[src/rtl/branch_flag_generator.sv]
// -----------------------------------------------------------------------------
// branch_flag_generator
//
// Purpose:
//   Multi-cycle comparator that produces branch flags for two 32-bit operands.
//   The operands are latched on start.
//   The comparator then scans them one DIGIT_BITS-wide digit per cycle,
//   starting at the most-significant digit.
//   It stops at the first digit that differs, or after the last digit.
//   The flags are registered and hold until the next decision.
//
// Parameters:
//   DIGIT_BITS  bits compared per scan cycle (1, 2, 4, 8, 16 or 32).
//
// Ports:
//   clk    in   clock, rising edge
//   rst_n  in   asynchronous active-low reset
//   start  in   compare request; accepted in IDLE or DONE when flush is low
//   flush  in   abort; wins over start
//   opA    in   32-bit first operand (rs1)
//   opB    in   32-bit second operand (rs2)
//   busy   out  high while scanning
//   done   out  one-cycle pulse when the flags have just been updated
//   Eq     out  opA == opB
//   Gt     out  opA >  opB, signed
//   GtU    out  opA >  opB, unsigned
// -----------------------------------------------------------------------------
module branch_flag_generator #(
  parameter int DIGIT_BITS = 4
) (
  input  logic        clk,
  input  logic        rst_n,
  input  logic        start,
  input  logic        flush,
  input  logic [31:0] opA,
  input  logic [31:0] opB,
  output logic        busy,
  output logic        done,
  output logic        Eq,
  output logic        Gt,
  output logic        GtU
);

  localparam int NDIG = 32 / DIGIT_BITS;
  // A single-digit configuration still gets a 1-bit index, which stays at zero.
  localparam int IDXW = (NDIG > 1) ? $clog2(NDIG) : 1;
  localparam logic [IDXW-1:0] IDX_TOP = IDXW'(NDIG - 1);

  typedef enum logic [1:0] {
    ST_IDLE = 2'd0,
    ST_SCAN = 2'd1,
    ST_DONE = 2'd2
  } state_e;

  state_e          state_q, state_d;
  logic [IDXW-1:0] idx_q, idx_d;
  logic [31:0]     opa_q, opa_d;
  logic [31:0]     opb_q, opb_d;
  logic            eq_q, eq_d;
  logic            gt_q, gt_d;
  logic            gtu_q, gtu_d;

  // Split the latched operands into digits. Digit 0 is the least significant.
  logic [DIGIT_BITS-1:0] dig_a [NDIG];
  logic [DIGIT_BITS-1:0] dig_b [NDIG];

  generate
    for (genvar gi = 0; gi < NDIG; gi++) begin : g_dig
      assign dig_a[gi] = opa_q[gi*DIGIT_BITS +: DIGIT_BITS];
      assign dig_b[gi] = opb_q[gi*DIGIT_BITS +: DIGIT_BITS];
    end
  endgenerate

  // Select the digit currently under inspection.
  // An explicit match loop is used so that the index width never has to equal
  // log2 of the array depth, including when there is only one digit.
  logic [DIGIT_BITS-1:0] cur_a, cur_b;

  always_comb begin
    cur_a = '0;
    cur_b = '0;
    for (int i = 0; i < NDIG; i++) begin
      if (idx_q == IDXW'(i)) begin
        cur_a = dig_a[i];
        cur_b = dig_b[i];
      end
    end
  end

  logic digit_gtu;
  assign digit_gtu = (cur_a > cur_b);

  always_comb begin
    state_d = state_q;
    idx_d   = idx_q;
    opa_d   = opa_q;
    opb_d   = opb_q;
    eq_d    = eq_q;
    gt_d    = gt_q;
    gtu_d   = gtu_q;

    case (state_q)
      ST_IDLE, ST_DONE: begin
        // DONE always lasts one cycle.
        // From there, a new start can be accepted back-to-back.
        if (start && !flush) begin
          opa_d   = opA;
          opb_d   = opB;
          idx_d   = IDX_TOP;
          state_d = ST_SCAN;
        end else begin
          state_d = ST_IDLE;
        end
      end

      ST_SCAN: begin
        // A start request during the scan is ignored.
        if (flush) begin
          state_d = ST_IDLE;
        end else if (cur_a != cur_b) begin
          // The first differing digit decides the result.
          // When the sign bits differ, the signed order is the inverse of the
          // unsigned order.
          eq_d    = 1'b0;
          gtu_d   = digit_gtu;
          gt_d    = digit_gtu ^ (opa_q[31] ^ opb_q[31]);
          state_d = ST_DONE;
        end else if (idx_q != '0) begin
          idx_d = idx_q - IDXW'(1);
        end else begin
          eq_d    = 1'b1;
          gt_d    = 1'b0;
          gtu_d   = 1'b0;
          state_d = ST_DONE;
        end
      end

      default: state_d = ST_IDLE;
    endcase
  end

  always_ff @(posedge clk or negedge rst_n) begin
    if (!rst_n) begin
      state_q <= ST_IDLE;
      idx_q   <= '0;
      opa_q   <= '0;
      opb_q   <= '0;
      eq_q    <= 1'b0;
      gt_q    <= 1'b0;
      gtu_q   <= 1'b0;
    end else begin
      state_q <= state_d;
      idx_q   <= idx_d;
      opa_q   <= opa_d;
      opb_q   <= opb_d;
      eq_q    <= eq_d;
      gt_q    <= gt_d;
      gtu_q   <= gtu_d;
    end
  end

  // busy and done are decoded from the registered state.
  // They therefore follow reset immediately and can never be high together.
  assign busy = (state_q == ST_SCAN);
  assign done = (state_q == ST_DONE);
  assign Eq   = eq_q;
  assign Gt   = gt_q;
  assign GtU  = gtu_q;

endmodule
[config.mk]
export PLATFORM = sky130hd
export DESIGN_NAME = branch_flag_generator
export DESIGN_NICKNAME = d
export VERILOG_FILES = /design/src/rtl/branch_flag_generator.sv
export SDC_FILE = /design/constraint.sdc
export NUM_CORES = 1
export LEC_CHECK = 0
export BUFFER_PORTS_ARGS = -buffer_cell sky130_fd_sc_hd__buf_2
export CORE_ASPECT_RATIO = 1.1
export CORE_UTILIZATION = 50
export CTS_CLUSTER_DIAMETER = 80
export CTS_CLUSTER_SIZE = 25
export DETAILED_ROUTE_END_ITERATION = 8
export PLACE_DENSITY = 0.74
export SETUP_SLACK_MARGIN = 0.1
export SYNTH_ARGS = -nofsm -noshare
export SYNTH_HDL_FRONTEND = slang
export SYNTH_SLANG_ARGS = --single-unit
export TNS_END_PERCENT = 5
[constraint.sdc]
create_clock -name clk -period 3.9 [get_ports clk]
set_input_delay 0.195 -clock clk [delete_from_list [all_inputs] [get_ports clk]]
set_output_delay 0.195 -clock clk [all_outputs]
set_load 0.02 [all_outputs]
==> impl_metrics.tcl, run 1 <==
set metrics [dict create \
    status "finished, final reports clean" \
    power_density_nw_per_um2 655 \
    drive_above_1_share_pct 21.3 \
    ys_types 42 \
    peakVddDrop_mv 0.351 \
    coreArea_sq_um 6670 \
    hold_buffers 0 \
    cts_buffers 9 \
    async_reset_ff_share_pct 100 \
    cp-startpoint "idx_q[0]$_DFFE_PN0P_" \
    grt_usage_pct 24.9 \
    path_cells "inv_1 -> ha_1 -> nor2b_4 -> a22oi_1 -> o21ai_0 -> mux4_2 -> ha_1 -> nand4_1 -> nor3b_1 -> a21oi_1 -> a221o_1" \
    antenna_found_initial 0 \
    rows 31 \
    wire_per_inst_microns 14.5 \
    syn_nets 485 \
    path_class "reg2reg" \
    min-delay-path-class "in2reg" \
    grt_pass1_wl_mm 13.3 \
    syn_avg_cell_area_sq_um 8.53 \
    reg2reg_depth 11 \
    htree_levels 3 \
    period_share_pct 88.7 \
    synth-edff-count 0 \
    drt_iter0_drc 207 \
    dr_total_vias 2984 \
    ff2ff_setup_slack_ns 0.44 \
    start_kind "register" \
    rr_startpoint "idx_q[0]$_DFFE_PN0P_" \
    synth_top_cell_by_area "dfrtp_1" \
    end_kind "register" \
    hold_depth 3 \
    areaGrowthSynthToFinish_pct 19.0 \
    setup_viol 0 \
    ys_warn_count 0 \
    ios 73 \
    antenna_cells 0 \
    fin_crit_ns 3.46 \
    slowest_stage "mux4_2" \
    max-cap-violations 0 \
    synthTopCellsByArea "dfrtp_1, nand2_1, ha_1" \
    fin_worst_skew_ns 0.0103 \
    final_area_sq_um 4140 \
    io_buffers 72 \
    holdPathEnd "opa_q[29]$_DFFE_PN0P_" \
    design.die.area_sq_um 7290 \
    worst_pin_slew_ns 1.08 \
    seq_area_frac_synth_pct 51.8 \
    rsz0062_at_grt "no" \
    dp_hpwl_mm 5.89 \
    wl_mm 8.12 \
    max_freq_mhz 289 \
    gp_congestion 0.894 \
    drt-vias-per-instance 5.32 \
    max_stage_delay_ns 0.49 \
    slew_headroom_pct 28.0 \
    syn_area_sq_um 3480 \
    leakagePower_nw 2.21 \
    crit_family "compound AO/OA/AOI/OAI gates" \
    placed_area_sq_um 3890 \
    synth_cells 408 \
    clock_latency_ns 0.34 \
    synth_top_area_share_pct 51.8 \
    grt_start_max_net_pins 50 \
    finalHoldWorstSlack_ns 0.0327 \
    post_cts_buffers 0 \
    nNetsFinal 551 \
    cp.buffers_inverters 1 \
    timing.rr.end "Gt$_DFFE_PN0P_" \
    worstPathMaxFanout 15 \
    die_w_microns 81.5 \
    cts_tree "yes" \
    crit_required_ns 4.13 \
    cp.arrival_ns 3.69 \
    cts.sinks 72 \
    overflow 0 \
    dr.pass1.iters 4 \
    final_hold_viol_count 0 \
    clock_path_buffers 2 \
    hp-start "opA[29]" \
    slew_violations 0 \
    antenna_left 0 \
    setup-tns-final_ns 0 \
    clkSlewWorstSetupHoldPaths_ns 0.08 \
    final_core_util_pct 62.0 \
    die_y_microns 89.5 \
    drc_errors 0 \
    initial_core_util_pct 52.1 \
    cts_root_buf "clkbuf_8" \
    post_cts_resized 0 \
    grt_pass1_vias 2925 \
    synth_seq_cells 72 \
    ys.flop_type "dfrtp_1" \
    cp_common_cell "ha_1" \
]
## stage by stage
step / std cells / total power [mW] / setup slack, ns
2_1_floorplan: 408 / 1.71 / 0.918
3_3_place_gp: 545 / 1.96 / 0.652
3_5_place_dp: 545 / 2.00 / 0.463
4_1_cts: 561 / 2.72 / 0.418
5_1_grt: 561 / 2.91 / 0.186
6_report: 561 / 2.71 / 0.439
## cell usage after synthesis, drive strengths merged, types with 2 or more instances
cell type,number
a211oi,2
a21o,2
a21oi,11
a221o,4
a221oi,4
a22o,3
a22oi,10
buf,9
clkbuf,14
dfrtp,72
ha,9
inv,9
nand2,200
nand2b,2
nor2,3
nor2b,9
nor3b,3
o211ai,2
o21a,2
o21ai,10
o22a,2
o22ai,6
o311ai,4
or2,3
## kinds of logic after synthesis
logic type	after synthesis	share of synthesized area (%)
xor gates and xnor gates	1	0.252
adders and majority gates	9	3.24
DFF	72	51.8
and+or+nand+nor	225	26.3
AOI/OAI and AO/OA	66	13.6
muxes	2	0.935
buffers and inverters	33	3.88
## power by group
part	internal, mW	switching, mW
clock	0.426	0.284
sequential	0.947	0.143
combinational	0.368	0.544
total	1.74	0.971
## metal layers
| layer | share of wire [%] | global-route usage, % |
|---|---|---|
| met1 | 44 | 30.6 |
| met2 | 47 | 40.1 |
| met3 | 5.6 | 7.24 |
| met4 | 3.0 | 12.0 |
| met5 | 0 | 0 |
## cell usage in the layout, fill, tap and decap left out, types with 3 or more instances in the layout
| cell type | count |
|---|---|
| o21ai_0 | 10 |
| o22ai_1 | 6 |
| a221o_1 | 4 |
| a221oi_1 | 4 |
| dfrtp_1 | 72 |
| inv_1 | 9 |
| a22oi_1 | 10 |
| buf_2 | 72 |
| bufinv_16 | 3 |
| nand2_1 | 200 |
| a21oi_1 | 11 |
| clkbuf_8 | 9 |
| o311ai_0 | 4 |
| ha_1 | 8 |
| nor2b_1 | 8 |
| nor2_1 | 3 |
| a22o_1 | 3 |
| buf_4 | 6 |
## state kept, by name (all words and copies together) (netlist names)
name	cells
GtU	1
opa_q	32
opb_q	32
Gt	1
state_q	2
Eq	1
idx_q	3
## worst min-delay path, cell delays in order
cell,delay [ns]
buf_2,0.07
nand2_1,0.04
nand2_1,0.04
## final cells by class
type | instances | area [sq um]
clock buffers | 9 | 124
flip-flops and latches | 72 | 1800
clock inverters | 7 | 118
well taps | 82 | 103
repair buffers | 78 | 405
inverters | 10 | 37.5
multi-input cells | 303 | 1550
fillers | 614 | 2530
## how the worst max path moves through the flow
stage | slack, ns | depth (start not counted) | to
2_1_floorplan | 0.92 | 12 | Gt$_DFFE_PN0P_
3_3_place_gp | 0.65 | 9 | Gt$_DFFE_PN0P_
3_5_place_dp | 0.46 | 9 | Gt$_DFFE_PN0P_
4_1_cts | 0.42 | 9 | Gt$_DFFE_PN0P_
5_1_grt | 0.19 | 11 | Gt$_DFFE_PN0P_
6_report | 0.44 | 11 | Gt$_DFFE_PN0P_
Note: power is estimated with default switching activity, not from simulation.
==> inputs of run 2 (changes only) <==
--- a/config.mk
+++ b/config.mk
@@ -7,11 +7,11 @@
 export LEC_CHECK = 0
 export BUFFER_PORTS_ARGS = -buffer_cell sky130_fd_sc_hd__buf_2
 export CORE_ASPECT_RATIO = 1.1
-export CORE_UTILIZATION = 50
+export CORE_UTILIZATION = 35
 export CTS_CLUSTER_DIAMETER = 80
 export CTS_CLUSTER_SIZE = 25
 export DETAILED_ROUTE_END_ITERATION = 8
-export PLACE_DENSITY = 0.74
+export PLACE_DENSITY = 0.55
 export SETUP_SLACK_MARGIN = 0.1
 export SYNTH_ARGS = -nofsm -noshare
 export SYNTH_HDL_FRONTEND = slang
==> run 2 against run 1 <==
  * Clock skew down 0.0059 ns
  * Utilization shrank 18 points
  * Cell count grew 6.8%
  * Sequential share of layout area shrank 0.71 points
  * First-iteration DRC count fell by 57%
  * Wire length is 6.5% higher
  * Flip-flop and latch count unchanged
  * Global-route usage is 7.1 points lower
  * Die area up 42%
  * Clock-buffer cell count is the same
  * Total power is 0.10% higher
==> impl_metrics.tcl, run 2 (synthesis gave the netlist of run 1 again) <==
set metrics [dict create \
    reg.largest.list "opa_q: 32 flops, opb_q: 32 flops, idx_q: 3 flops" \
    max_freq_mhz 295 \
    final_cells 599 \
    coreArea_sq_um 9490 \
    clock_path_buffers 2 \
    setup-tns-final_ns 0 \
    rsz0062_at_grt "no" \
    final_common_cell "nand2_1" \
    setup_viol 0 \
    placed_area_sq_um 3950 \
    worst_pin_slew_ns 0.819 \
    dr.pass1.iters 4 \
    ios 73 \
    dp_hpwl_mm 6.28 \
    grt_start_max_net_pins 41 \
    rr_startpoint "idx_q[0]$_DFFE_PN0P_" \
    antenna_found_initial 0 \
    nNetsFinal 554 \
    drt_iter0_drc 89 \
    antenna_cells 0 \
    holdPathEnd "opa_q[0]$_DFFE_PN0P_" \
    placed_cells 582 \
    end_kind "register" \
    period_share_pct 86.9 \
    wire_per_inst_microns 14.4 \
    timing.rr.end "idx_q[2]$_DFFE_PN0P_" \
    fin_worst_skew_ns 0.00432 \
    final_hold_viol_count 0 \
    status "finished, final reports clean" \
    power_density_nw_per_um2 645 \
    drt-vias-per-instance 4.94 \
    design.die.area_sq_um 10300 \
    fin_crit_ns 3.39 \
    worstPathMaxFanout 17 \
    min-delay-path-class "in2reg" \
    grt_pass1_vias 3043 \
    peakVddDrop_mv 0.220 \
    finalHoldWorstSlack_ns 0.0315 \
    worst_slack_ns 0.510 \
    drive_above_1_share_pct 21.4 \
    leakagePower_nw 2.22 \
    post_cts_resized 0 \
    drc_errors 0 \
    overflow 0 \
    slew_violations 0 \
    hp-start "opA[0]" \
    initial_core_util_pct 36.7 \
    cts.sinks 72 \
    clock_latency_ns 0.35 \
    final_area_sq_um 4210 \
    die_w_microns 97.1 \
    cts_tree "yes" \
    ff2ff_setup_slack_ns 0.51 \
    gp_congestion 0.843 \
    start_kind "register" \
    grt_pass1_wl_mm 14.4 \
    cts_buffers 9 \
    rows 37 \
    crit_required_ns 4.18 \
    path_class "reg2reg" \
    io_buffers 72 \
    post_cts_buffers 0 \
    die_y_microns 107 \
    wl_mm 8.65 \
    grt_usage_pct 17.8 \
    cts_root_buf "clkbuf_8" \
    final_cell_mix "nand2_1, dfrtp_1, buf_2" \
    areaGrowthSynthToFinish_pct 20.9 \
    reg2reg_depth 12 \
    clkSlewWorstSetupHoldPaths_ns 0.08 \
    slew_headroom_pct 45.4 \
    hold_depth 3 \
    dr_total_vias 2958 \
    antenna_left 0 \
    htree_levels 3 \
    place_ws_ns 0.531 \
    max-cap-violations 0 \
    cp.arrival_ns 3.67 \
]
==> run 2: cell count changes in the layout (fill, tap and decap cells not counted), sizes merged <==
| cell | change |
|---|---|
| clkinvlp | +1 |
| buf | +2 |
| inv | -1 |
| dlygate4sd3 | +1 |
==> run 2: how the worst max path moves through the flow <==
stage	start	end	slack, ns	cells past startpoint
CTS	idx_q[0]$_DFFE_PN0P_	idx_q[2]$_DFFE_PN0P_	0.53	12
floorplan	idx_q[1]$_DFFE_PN0P_	Gt$_DFFE_PN0P_	0.92	12
global route	idx_q[0]$_DFFE_PN0P_	Gt$_DFFE_PN0P_	0.27	12
detailed placement	idx_q[0]$_DFFE_PN0P_	idx_q[2]$_DFFE_PN0P_	0.53	12
global placement	idx_q[0]$_DFFE_PN0P_	idx_q[2]$_DFFE_PN0P_	0.59	12
finish	idx_q[0]$_DFFE_PN0P_	idx_q[2]$_DFFE_PN0P_	0.51	12
==> run 2: report_power, final <==
group	switching [mW]	internal [mW]	leakage (nW)
Clock	0.294	0.426	0.119
Combinational	0.537	0.375	1.21
Sequential	0.137	0.946	0.886
Total	0.968	1.75	2.22
==> run 2: cell type report <==
| cell class | instances | area, sq um |
|---|---|---|
| Fill cell | 964 | 5280 |
| Sequential cell | 72 | 1800 |
| Multi-Input combinational cell | 303 | 1550 |
| Timing Repair Buffer | 81 | 430 |
| Tap cell | 117 | 146 |
| Clock buffer | 9 | 124 |
| Clock inverter | 7 | 120 |
| Inverter | 10 | 37.5 |
==> run 2: repair_timing <==
item	CTS	global route
setup endpoints to repair	0	0
hold buffers	1	0
endpoints found under the hold margin	35	0
==> run 2: critical path: stages, from the launching register on <==
cell and delay [ns]:
dfrtp_1 0.44, inv_1 0.13, ha_1 0.52, buf_4 0.24, nand2b_1 0.17, o22ai_1 0.21
a21oi_1 0.10, o21a_1 0.19, ha_1 0.29, nand4_1 0.18, or2_1 0.29, or4_1 0.47
nand3_1 0.09
==> run 2: through the flow <==
| step | power [mW] | utilization [%] |
|---|---|---|
| after global placement | 2.00 | 41.6 |
| after global routing | 2.92 | 44.3 |
| after floorplan | 1.71 | - |
| final | 2.71 | 44.3 |
| after detailed placement | 2.01 | 41.6 |
| after CTS | 2.75 | 44.3 |
==> run 2: layer usage <==
layer,track usage (%),up-vias,part of all wire (%)
li1,-,1483,-
met1,23.2,1386,47
met2,28.4,75,46
met3,4.34,14,4.4
met4,6.93,0,2.4
met5,0,-,0
